==> config.mk <==
export PLATFORM = sky130hd
export DESIGN_NAME = cdf_store_packer_flat
export DESIGN_NICKNAME = d
export VERILOG_FILES = /design/src/rtl/cdf_store_packer_if.sv /design/src/rtl/cdf_store_packer.sv /design/src/flat_wrapper.sv
export SDC_FILE = /design/constraint.sdc
export NUM_CORES = 1
export LEC_CHECK = 0
export ABC_AREA = 1
export CAP_MARGIN = 10
export CORE_MARGIN = 2
export CORE_UTILIZATION = 52
export CTS_BUF_LIST = sky130_fd_sc_hd__clkbuf_16
export DETAILED_ROUTE_END_ITERATION = 6
export PLACE_DENSITY = 0.76
export SLEW_MARGIN = 20
export SYNTH_ARGS = -nofsm -noshare
export SYNTH_HDL_FRONTEND = slang
export SYNTH_SLANG_ARGS = --single-unit
==> constraint.sdc <==
create_clock -name clock -period 6.15 [get_ports clock]
set_clock_uncertainty 0.05 [all_clocks]
set_input_delay 0.615 -clock clock [delete_from_list [all_inputs] [get_ports clock]]
set_output_delay 0.615 -clock clock [all_outputs]
set_load 0.01 [all_outputs]
==> src/rtl/cdf_store_packer_if.sv <==
// Memory write-bus bundle for cdf_store_packer.
// The packer drives it through the master modport; the bus arbiter/memory uses slave.
interface cdf_store_packer_if #(
   parameter int BUS_W  = 128,
   parameter int ADDR_W = 16,
   parameter int LANES  = 4
);
   logic              WriteReq;
   logic              WriteGrant;
   logic [BUS_W-1:0]  WriteBus;
   logic [ADDR_W-1:0] WriteAddress;
   logic [LANES-1:0]  WriteMask;
   logic              WriteEnable;

   modport master (
      output WriteReq, WriteBus, WriteAddress, WriteMask, WriteEnable,
      input  WriteGrant
   );
   modport slave (
      input  WriteReq, WriteBus, WriteAddress, WriteMask, WriteEnable,
      output WriteGrant
   );
endinterface

==> src/rtl/cdf_store_packer.sv <==
// CDF write-back packer: merges per-bin results into wide words, queues them, writes on grant.
// Optional CDF_STORE_TRISTATE_EN: the write bus floats outside the WriteEnable cycle.
module cdf_store_packer_lane #(
   parameter int RESULT_W = 20,
   parameter int SLOT_W   = 32
) (
   input  logic                sel,
   input  logic                fresh,
   input  logic [RESULT_W-1:0] result,
   input  logic [SLOT_W-1:0]   slot_q,
   input  logic                mask_q,
   output logic [SLOT_W-1:0]   slot_d,
   output logic                mask_d
);
   // A fresh word clears every slot; the selected lane always takes the new result.
   always_comb begin
      slot_d = fresh ? '0 : slot_q;
      mask_d = mask_q & ~fresh;
      if (sel) begin
         slot_d = SLOT_W'(result);
         mask_d = 1'b1;
      end
   end
endmodule

module cdf_store_packer #(
   parameter int RESULT_W   = 20,
   parameter int SLOT_W     = 32,
   parameter int BUS_W      = 128,
   parameter int ADDR_W     = 16,
   parameter int FIFO_DEPTH = 4
) (
   input  logic                clock,
   input  logic                reset_n,
   input  logic                StartIn,
   input  logic [RESULT_W-1:0] ResultIn,
   input  logic [ADDR_W-1:0]   StoreAddressIn,
   input  logic                FlushIn,
   output logic                ReadyOut,
   output logic                BusyOut,
   output logic                OverflowErr,
   cdf_store_packer_if.master  wr
);
   localparam int LANES  = BUS_W / SLOT_W;
   localparam int LANE_W = $clog2(LANES);
   localparam int PTR_W  = $clog2(FIFO_DEPTH);

   typedef struct packed {
      logic [LANES-1:0][SLOT_W-1:0] data;
      logic [ADDR_W-1:0]            addr;
      logic [LANES-1:0]             mask;
   } entry_t;

   logic [LANES-1:0][SLOT_W-1:0] acc_data, acc_data_d;
   logic [LANES-1:0]             acc_mask, acc_mask_d, lane_sel;
   logic [ADDR_W-1:0]            acc_addr;
   logic                         acc_vld;

   entry_t             mem [FIFO_DEPTH];
   logic [PTR_W-1:0]   wr_ptr, rd_ptr;
   logic [PTR_W:0]     count;

   logic [BUS_W-1:0]   bus_q;
   logic [ADDR_W-1:0]  addr_q;
   logic [LANES-1:0]   mask_q;
   logic               we_q;
   logic               ovf_q;

   logic [LANE_W-1:0]  lane;
   logic [ADDR_W-1:0]  word;
   logic               full, accept, push, pop, fresh;

   assign lane   = StoreAddressIn[LANE_W-1:0];
   assign word   = StoreAddressIn >> LANE_W;
   assign full   = (count == (PTR_W+1)'(FIFO_DEPTH));
   assign accept = StartIn & ~full;
   assign push   = acc_vld & ~full &
                   ((&acc_mask) | (accept & (word != acc_addr)) | FlushIn);
   assign pop    = (count != '0) & wr.WriteGrant;
   assign fresh  = push | ~acc_vld;

   for (genvar i = 0; i < LANES; i++) begin : g_lane
      assign lane_sel[i] = accept & (lane == LANE_W'(i));
      cdf_store_packer_lane #(.RESULT_W(RESULT_W), .SLOT_W(SLOT_W)) u_lane (
         .sel    (lane_sel[i]),
         .fresh  (fresh),
         .result (ResultIn),
         .slot_q (acc_data[i]),
         .mask_q (acc_mask[i]),
         .slot_d (acc_data_d[i]),
         .mask_d (acc_mask_d[i])
      );
   end

   always_ff @(posedge clock or negedge reset_n) begin
      if (!reset_n) begin
         acc_data <= '0;
         acc_mask <= '0;
         acc_addr <= '0;
         acc_vld  <= 1'b0;
      end else begin
         acc_data <= acc_data_d;
         acc_mask <= acc_mask_d;
         acc_vld  <= accept | (acc_vld & ~push);
         if (accept) acc_addr <= word;
      end
   end

   // Storage needs no reset: pointers and count define what is live.
   always_ff @(posedge clock) begin
      if (push) mem[wr_ptr] <= '{data: acc_data, addr: acc_addr, mask: acc_mask};
   end

   always_ff @(posedge clock or negedge reset_n) begin
      if (!reset_n) begin
         wr_ptr <= '0;
         rd_ptr <= '0;
         count  <= '0;
      end else begin
         if (push) wr_ptr <= wr_ptr + 1'b1;
         if (pop)  rd_ptr <= rd_ptr + 1'b1;
         case ({push, pop})
            2'b10:   count <= count + 1'b1;
            2'b01:   count <= count - 1'b1;
            default: count <= count;
         endcase
      end
   end

   always_ff @(posedge clock or negedge reset_n) begin
      if (!reset_n) begin
         bus_q  <= '0;
         addr_q <= '0;
         mask_q <= '0;
         we_q   <= 1'b0;
         ovf_q  <= 1'b0;
      end else begin
         if (pop) begin
            bus_q  <= mem[rd_ptr].data;
            addr_q <= mem[rd_ptr].addr;
            mask_q <= mem[rd_ptr].mask;
            we_q   <= 1'b1;
         end else begin
            bus_q  <= '0;
            addr_q <= '0;
            mask_q <= '0;
            we_q   <= 1'b0;
         end
         if (StartIn & full) ovf_q <= 1'b1;
      end
   end

   assign ReadyOut    = ~full;
   assign BusyOut     = acc_vld | (count != '0) | we_q;
   assign OverflowErr = ovf_q;
   assign wr.WriteReq = (count != '0);

`ifdef CDF_STORE_TRISTATE_EN
   assign wr.WriteBus     = we_q ? bus_q  : {BUS_W{1'bz}};
   assign wr.WriteAddress = we_q ? addr_q : {ADDR_W{1'bz}};
   assign wr.WriteMask    = we_q ? mask_q : {LANES{1'bz}};
   assign wr.WriteEnable  = we_q ? 1'b1   : 1'bz;
`else
   assign wr.WriteBus     = bus_q;
   assign wr.WriteAddress = addr_q;
   assign wr.WriteMask    = mask_q;
   assign wr.WriteEnable  = we_q;
`endif
endmodule

==> src/flat_wrapper.sv <==
// flat-port wrapper written by rule: the top's interface ports become plain ports
module cdf_store_packer_flat 
#(
   parameter int RESULT_W   = 20,
   parameter int SLOT_W     = 32,
   parameter int BUS_W      = 128,
   parameter int ADDR_W     = 16,
   parameter int FIFO_DEPTH = 4
)
  (clock, reset_n, StartIn, ResultIn, StoreAddressIn, FlushIn, ReadyOut, BusyOut, OverflowErr, wr_WriteReq, wr_WriteBus, wr_WriteAddress, wr_WriteMask, wr_WriteEnable, wr_WriteGrant);
  cdf_store_packer_if #(.BUS_W(BUS_W), .ADDR_W(ADDR_W), .LANES(4)) wr_i ();
  input  logic clock;
  input  logic reset_n;
  input  logic StartIn;
  input  logic [RESULT_W-1:0] ResultIn;
  input  logic [ADDR_W-1:0] StoreAddressIn;
  input  logic FlushIn;
  output logic ReadyOut;
  output logic BusyOut;
  output logic OverflowErr;
  output wire logic [$bits(wr_i.WriteReq)-1:0] wr_WriteReq;
  output wire logic [$bits(wr_i.WriteBus)-1:0] wr_WriteBus;
  output wire logic [$bits(wr_i.WriteAddress)-1:0] wr_WriteAddress;
  output wire logic [$bits(wr_i.WriteMask)-1:0] wr_WriteMask;
  output wire logic [$bits(wr_i.WriteEnable)-1:0] wr_WriteEnable;
  input wire logic [$bits(wr_i.WriteGrant)-1:0] wr_WriteGrant;
  assign wr_WriteReq = wr_i.WriteReq;
  assign wr_WriteBus = wr_i.WriteBus;
  assign wr_WriteAddress = wr_i.WriteAddress;
  assign wr_WriteMask = wr_i.WriteMask;
  assign wr_WriteEnable = wr_i.WriteEnable;
  assign wr_i.WriteGrant = wr_WriteGrant;
  cdf_store_packer #(.RESULT_W(RESULT_W), .SLOT_W(SLOT_W), .BUS_W(BUS_W), .ADDR_W(ADDR_W), .FIFO_DEPTH(FIFO_DEPTH)) u_core (.clock(clock), .reset_n(reset_n), .StartIn(StartIn), .ResultIn(ResultIn), .StoreAddressIn(StoreAddressIn), .FlushIn(FlushIn), .ReadyOut(ReadyOut), .BusyOut(BusyOut), .OverflowErr(OverflowErr), .wr(wr_i));
endmodule
==> results of run 1 <==
-- placed cells by master, fill, tap and decap left out, types with 6 or more instances in the layout --
cell type	netlist	routed
clkinv_1	0	12
nand4_1	80	80
clkdlybuf4s50_1	0	142
conb_1	1	50
nand2_1	232	231
a21oi_1	100	100
nor2_1	411	407
clkinv_2	0	11
edfxtp_1	392	392
clkbuf_16	0	57
inv_1	40	54
o21ai_0	210	210
dfrtp_1	206	203
buf_4	51	19
bufinv_16	0	6
-- through the flow --
| step | power [mW] | cell area, um^2 | cells |
|---|---|---|---|
| floorplan | 8.297 | 22890 | 1914 |
| global placement | 9.863 | 24410 | 2502 |
| detailed placement | 10.02 | 24410 | 2502 |
| CTS | 13.41 | 26220 | 2608 |
| global route | 14.04 | 26220 | 2608 |
| finish | 13.34 | 26220 | 2608 |
-- cell type report --
class	instances	area [um^2]
multi-input combinational	1107	4915
clock inverter	49	381.6
tap	585	732.0
sequential	598	16940
clock buffer	57	1426
timing repair buffer	166	1650
inverter	46	180.2
fill	3196	16860
-- cell families (layout without fill, tap and decap cells) --
logic type                 count (synthesis)  in the layout  share of synthesized area, %
and+or+nand+nor                          733            733                         13.15
DFF                                      598            598                         74.55
AOI/OAI and AO/OA                        312            312                         6.905
adders and majority gates                  6              6                        0.3637
buffers and inverters                    209            318                         4.783
other                                      1             50                       0.01652
xor gates and xnor gates                   6              6                        0.2315
-- worst paths after layout --
kind	start	slack (ps)	cells past startpoint	to
worst max-delay path	u_core.count[0]$_DFFE_PN0P_	2650	10	u_core.mem[0][67]$_DFFE_PP_
worst min-delay path	reset_n	-20	1	u_core.wr.WriteBus[103]$_DFF_PN0_
worst max register to register	u_core.count[0]$_DFFE_PN0P_	2650	10	u_core.mem[0][67]$_DFFE_PP_
worst min register to register	u_core.OverflowErr$_DFFE_PN0P_	440	1	u_core.OverflowErr$_DFFE_PN0P_
max in group asynchronous	reset_n	4740	2	u_core.rd_ptr[1]$_DFFE_PN0P_
min in group clock	u_core.OverflowErr$_DFFE_PN0P_	440	1	u_core.OverflowErr$_DFFE_PN0P_
-- per-layer routing --
metal	share of wire, %	track usage, %
met2	49	37.94
met3	8.6	4.795
met1	39	31.07
met4	3.4	9.284
met5	0	0
-- flip-flops by register name (all words and copies together), names as in the netlist --
register	flops
u_core.OverflowErr	1
u_core.acc_vld	1
u_core.wr.WriteEnable	1
u_core.wr.WriteAddress	14
u_core.acc_mask	4
u_core.acc_data	80
u_core.rd_ptr	2
u_core.wr.WriteMask	4
u_core.count	3
u_core.acc_addr	14
u_core.mem	392
u_core.wr_ptr	2
u_core.wr.WriteBus	80
-- report_power, final --
part / switching [mW] / total, mW / internal, mW / leakage (nW)
logic: 2.45 / 3.74 / 1.29 / 3.10
clock network: 1.45 / 3.38 / 1.93 / 0.938
registers: 0.547 / 6.22 / 5.67 / 6.24
-- critical path: stages, from the launching register on --
cell and delay [ps]:
dfrtp_1 390, nor2_1 80, nand2_1 180, inv_2 70, nor2_2 70, buf_4 280
nand2_1 110, nand2_1 80, nand2_2 530, nor2_4 820, buf_12 400
==> results.json, run 1 <==
{
  "clk_pin_slew_ps": 60,
  "cts_hold_buf": 0,
  "gp_congestion": 0.7569,
  "netlist.area_leader.share_pct": 51.84,
  "grt_first_pass_wirelength_um": 79880,
  "drive_gt1_share_pct": 6.130,
  "syn_area_um2": 22710,
  "grt_overflow_total": 0,
  "io_pins": 194,
  "worst_slew_pin_slew_ps": 1043,
  "setup_slack_ps": 2649,
  "drtIter0Drc": 1435,
  "cts_buffers": 56,
  "dieArea_um2": 45350,
  "grt_setup_unrepaired": "false",
  "tns_ps": 0,
  "grt_max_degree": 198,
  "synth_edf_count": 392,
  "yosysMostFrequentCell": "nor2_1",
  "period_minus_slack_ps": 3501,
  "wl_um": 51950,
  "ys_ff_latch": 598,
  "synthArstFlopShare_pct": 34.45,
  "required_ps": 6350,
  "worstPathArrival_ps": 3700,
  "antenna_cells": 0,
  "cts_resized": 0,
  "grt_pass1_vias": 14010,
  "cp-start-kind": "register",
  "p_per_area_nw_per_um2": 508.8,
  "setup_viol_count_final": 0,
  "ys_warn_count": 0,
  "hpwlAfterDp_um": 30010,
  "die_w_um": 213.0,
  "fin_util_pct": 60.87,
  "clockBufferDepth": 3,
  "ctsRootBufferMaster": "clkbuf_16",
  "fp.dieH_um": 213.0,
  "fin_nets": 2022,
  "holdCritPathClass": "in2async",
  "htreeDepth": 2,
  "slew-limit-headroom_pct": 30.45,
  "antenna_found_initial": 0,
  "rows": 76,
  "pre_cts_slack_ps": 2220,
  "avgSynthCellArea_um2": 12.17,
  "hold_ws_ps": -20.80,
  "vias": 14370,
  "start_util_pct": 52.71,
  "cts_sinks": 598,
  "violations": "negative hold slack",
  "yosysSeqAreaShare_pct": 74.55,
  "route.detailed.drc": 0,
  "cp-end-kind": "register",
  "syn2layout_area_growth_pct": 15.48,
  "tritoncts": "done",
  "drv_cap": 0,
  "ant_nets": 0,
  "synthTopCellsByCount": "nor2_1, edfxtp_1, nand2_1",
  "via_per_inst": 5.510,
  "worstSetupPathType": "reg2reg",
  "fin_crit_sh_pct": 56.93,
  "hold_viol": 4,
  "synthFlopType": "edfxtp_1",
  "synth_top_area_cell": "edfxtp_1",
  "track_usage_pct": 23.33,
  "drv_slew": 0,
  "coreArea_um2": 43080,
  "yosysUniqueCellTypes": 26,
  "netlist_instances": 1865,
  "clk_latency_ps": 600,
  "port_buffers": 143,
  "irDropWorstVdd_uv": 354.1,
  "cts_setup_buffers": 0,
  "dr.pass1.iters": 5,
  "synthTopCellsByArea": "edfxtp_1, dfrtp_1, nor2_1, o21ai_0, nand2_1",
  "fmax_mhz": 285.6,
  "cellLeakagePower_nw": 10.28,
  "path_max_fanout": 57,
  "wl_per_cell_um": 19.92,
  "outcome": "complete, but fails checks"
}
(Power assumes the default switching activity.)
==> inputs of run 2 (changes only) <==
CORE_UTILIZATION = 57   (was 52)
PLACE_DENSITY = 0.79   (was 0.76)
clock period = 3.4 ns   (was 6.15 ns; I/O delays follow)
==> run 2 against run 1 <==
- the flow now finishes without violations
- count of clock-buffer cells in the layout did not move
- register-to-register slack got worse by 1700 ps
- non-clock buffer count is 7 higher
- first-iteration DRC count up 3.7%
- die area down 8.6%
- hold slack better by 270 ps
- utilization up 5.9 points
- combinational power up 87%
- cell count fell by 2.1%
- fmax increased by 44%
- largest power group unchanged
==> results.json, run 2 (synthesis results as in run 1) <==
{
  "clk_pin_slew_ps": 60,
  "cts_setup_buffers": 0,
  "worstPathArrival_ps": 2630,
  "route.detailed.drc": 0,
  "grt_max_degree": 160,
  "antenna_found_initial": 1,
  "vias": 14510,
  "holdCritPathClass": "in2async",
  "hold_ws_ps": 244.6,
  "final_common_cell": "nor2_1",
  "irDropWorstVdd_uv": 835.0,
  "grt_setup_unrepaired": "false",
  "rows": 73,
  "drv_slew": 0,
  "worst_slew_pin_slew_ps": 1098,
  "slew-limit-headroom_pct": 26.80,
  "outcome": "completed",
  "r2r-start": "u_core.acc_addr[0]$_DFFE_PN0P_",
  "path_max_fanout": 45,
  "track_usage_pct": 24.77,
  "die_w_um": 203.6,
  "p_clk_share_pct": 26.2,
  "hold_viol": 0,
  "drive_gt1_share_pct": 6.808,
  "required_ps": 3600,
  "p_per_area_nw_per_um2": 922.6,
  "p_sw_share_pct": 32.90,
  "tns_ps": 0,
  "io_pins": 194,
  "grt_overflow_total": 0,
  "seqPwrFrac_pct": 45.0,
  "largest_reg_flops": 392,
  "ctsRootBufferMaster": "clkbuf_16",
  "via_per_inst": 5.682,
  "dieArea_um2": 41450,
  "setup_viol_count_final": 0,
  "grt_pass1_vias": 14120,
  "mostFrequentLayoutCells": "nor2_1, edfxtp_1, nand2_1, o21ai_0, dfrtp_1",
  "use_met2_pct": 41.19,
  "dr.pass1.iters": 6,
  "tritoncts": "done",
  "htreeDepth": 2,
  "fin_util_pct": 66.72,
  "p_switching_mw": 8.011,
  "cts_sinks": 598,
  "wl_um": 51430,
  "cellLeakagePower_nw": 10.47,
  "largest_register": "u_core.mem",
  "comb_power_share_pct": 28.8,
  "clockBufferDepth": 3,
  "fin_nets": 2028,
  "fin_crit_sh_pct": 71.49,
  "cts_buffers": 55,
  "drv_cap": 0,
  "cp-end-kind": "register",
  "busiest_layer": "met2",
  "fmax_mhz": 411.4,
  "cp-start-kind": "register",
  "grt_first_pass_wirelength_um": 78650,
  "rr_worst_depth": 13,
  "met1_usage_pct": 32.98,
  "drtIter0Drc": 1488,
  "use_met3_pct": 4.938,
  "intPower_mw": 16.34,
  "syn2layout_area_growth_pct": 16.22,
  "ant_nets": 0,
  "port_buffers": 143,
  "gp_congestion": 0.7900,
  "hpwlAfterDp_um": 28810,
  "period_minus_slack_ps": 2431,
  "start_util_pct": 57.41,
  "worstSetupPathType": "reg2reg",
  "wl_per_cell_um": 20.14,
  "reg2reg_to": "u_core.mem[3][6]$_DFFE_PP_",
  "coreArea_um2": 39550,
  "clk_latency_ps": 580,
  "total_power_mw": 24.35,
  "reg2reg_slack_ps": 970,
  "fp.dieH_um": 203.6
}
-- run 2: cell types whose count changed in the layout (fill, tap and decap cells not counted), sizes merged --
cell,change
dlygate4sd3,+1
bufinv,+4
inv,-12
buf,+5
clkbuf,+1
clkinvlp,+2
diode,+1
clkinv,+3
-- run 2: power groups by stage --
stage / logic, mW / registers, mW / clock network (mW)
after global placement: 6.72 / 11.0 / 0
final: 7.01 / 11.0 / 6.39
after detailed placement: 6.95 / 11.1 / 0
after floorplan: 3.93 / 11.0 / 0
after global routing: 7.67 / 11.1 / 6.75
after CTS: 7.04 / 10.9 / 6.45
-- run 2: routing by layer --
metal	up-vias	routed length (um)
met4	0	1387
met2	778	25500
met5	-	0
met3	104	4890
li1	6539	-
met1	7086	19640
-- run 2: worst max path at each step --
stage / from / to / slack, ps / cells after the start
after floorplan: u_core.count[0]$_DFFE_PN0P_ / u_core.mem[0][0]$_DFFE_PP_ / -810 / 10
after global placement: StoreAddressIn[11] / u_core.mem[3][119]$_DFFE_PP_ / 690 / 13
after detailed placement: StoreAddressIn[5] / u_core.count[2]$_DFFE_PN0P_ / 630 / 17
after CTS: u_core.acc_addr[0]$_DFFE_PN0P_ / u_core.mem[3][122]$_DFFE_PP_ / 970 / 13
after global routing: u_core.acc_addr[0]$_DFFE_PN0P_ / u_core.count[2]$_DFFE_PN0P_ / 800 / 16
final: u_core.acc_addr[0]$_DFFE_PN0P_ / u_core.mem[3][6]$_DFFE_PP_ / 970 / 13
-- run 2: per-stage QoR --
step / instance area, um^2 / setup slack, ps / std cells
after floorplan: 22900 / -811.7 / 1914
after global placement: 24470 / 692.7 / 2448
after detailed placement: 24470 / 626.6 / 2448
after CTS: 26390 / 971.7 / 2552
after global routing: 26390 / 797.4 / 2553
final: 26390 / 969.3 / 2553
-- run 2: area by class of cell --
class / count / area (um^2)
Sequential cell: 598 / 16940
Fill cell: 2705 / 13160
Inverter: 46 / 175.2
Timing Repair Buffer: 173 / 1800
Multi-Input combinational cell: 1107 / 4915
Clock buffer: 57 / 1426
Clock inverter: 46 / 478.0
Tap cell: 525 / 656.9
Antenna cell: 1 / 2.502
-- run 2: critical path, stage by stage, from the launching register on --
cell	delay [ps]
dfrtp_1	470
inv_1	100
nand2_1	50
nand2_1	60
nor2_1	40
nand2_1	50
nor2_1	40
nand2_1	110
nand2_1	60
nand2_1	70
nand2_2	60
buf_4	210
nor2_4	340
buf_12	340
-- run 2: repair_timing --
action | in CTS | in global routing
endpoints found under the hold margin | 55 | 0
hold buffers | 1 | 0
gates resized for setup | 0 | 0
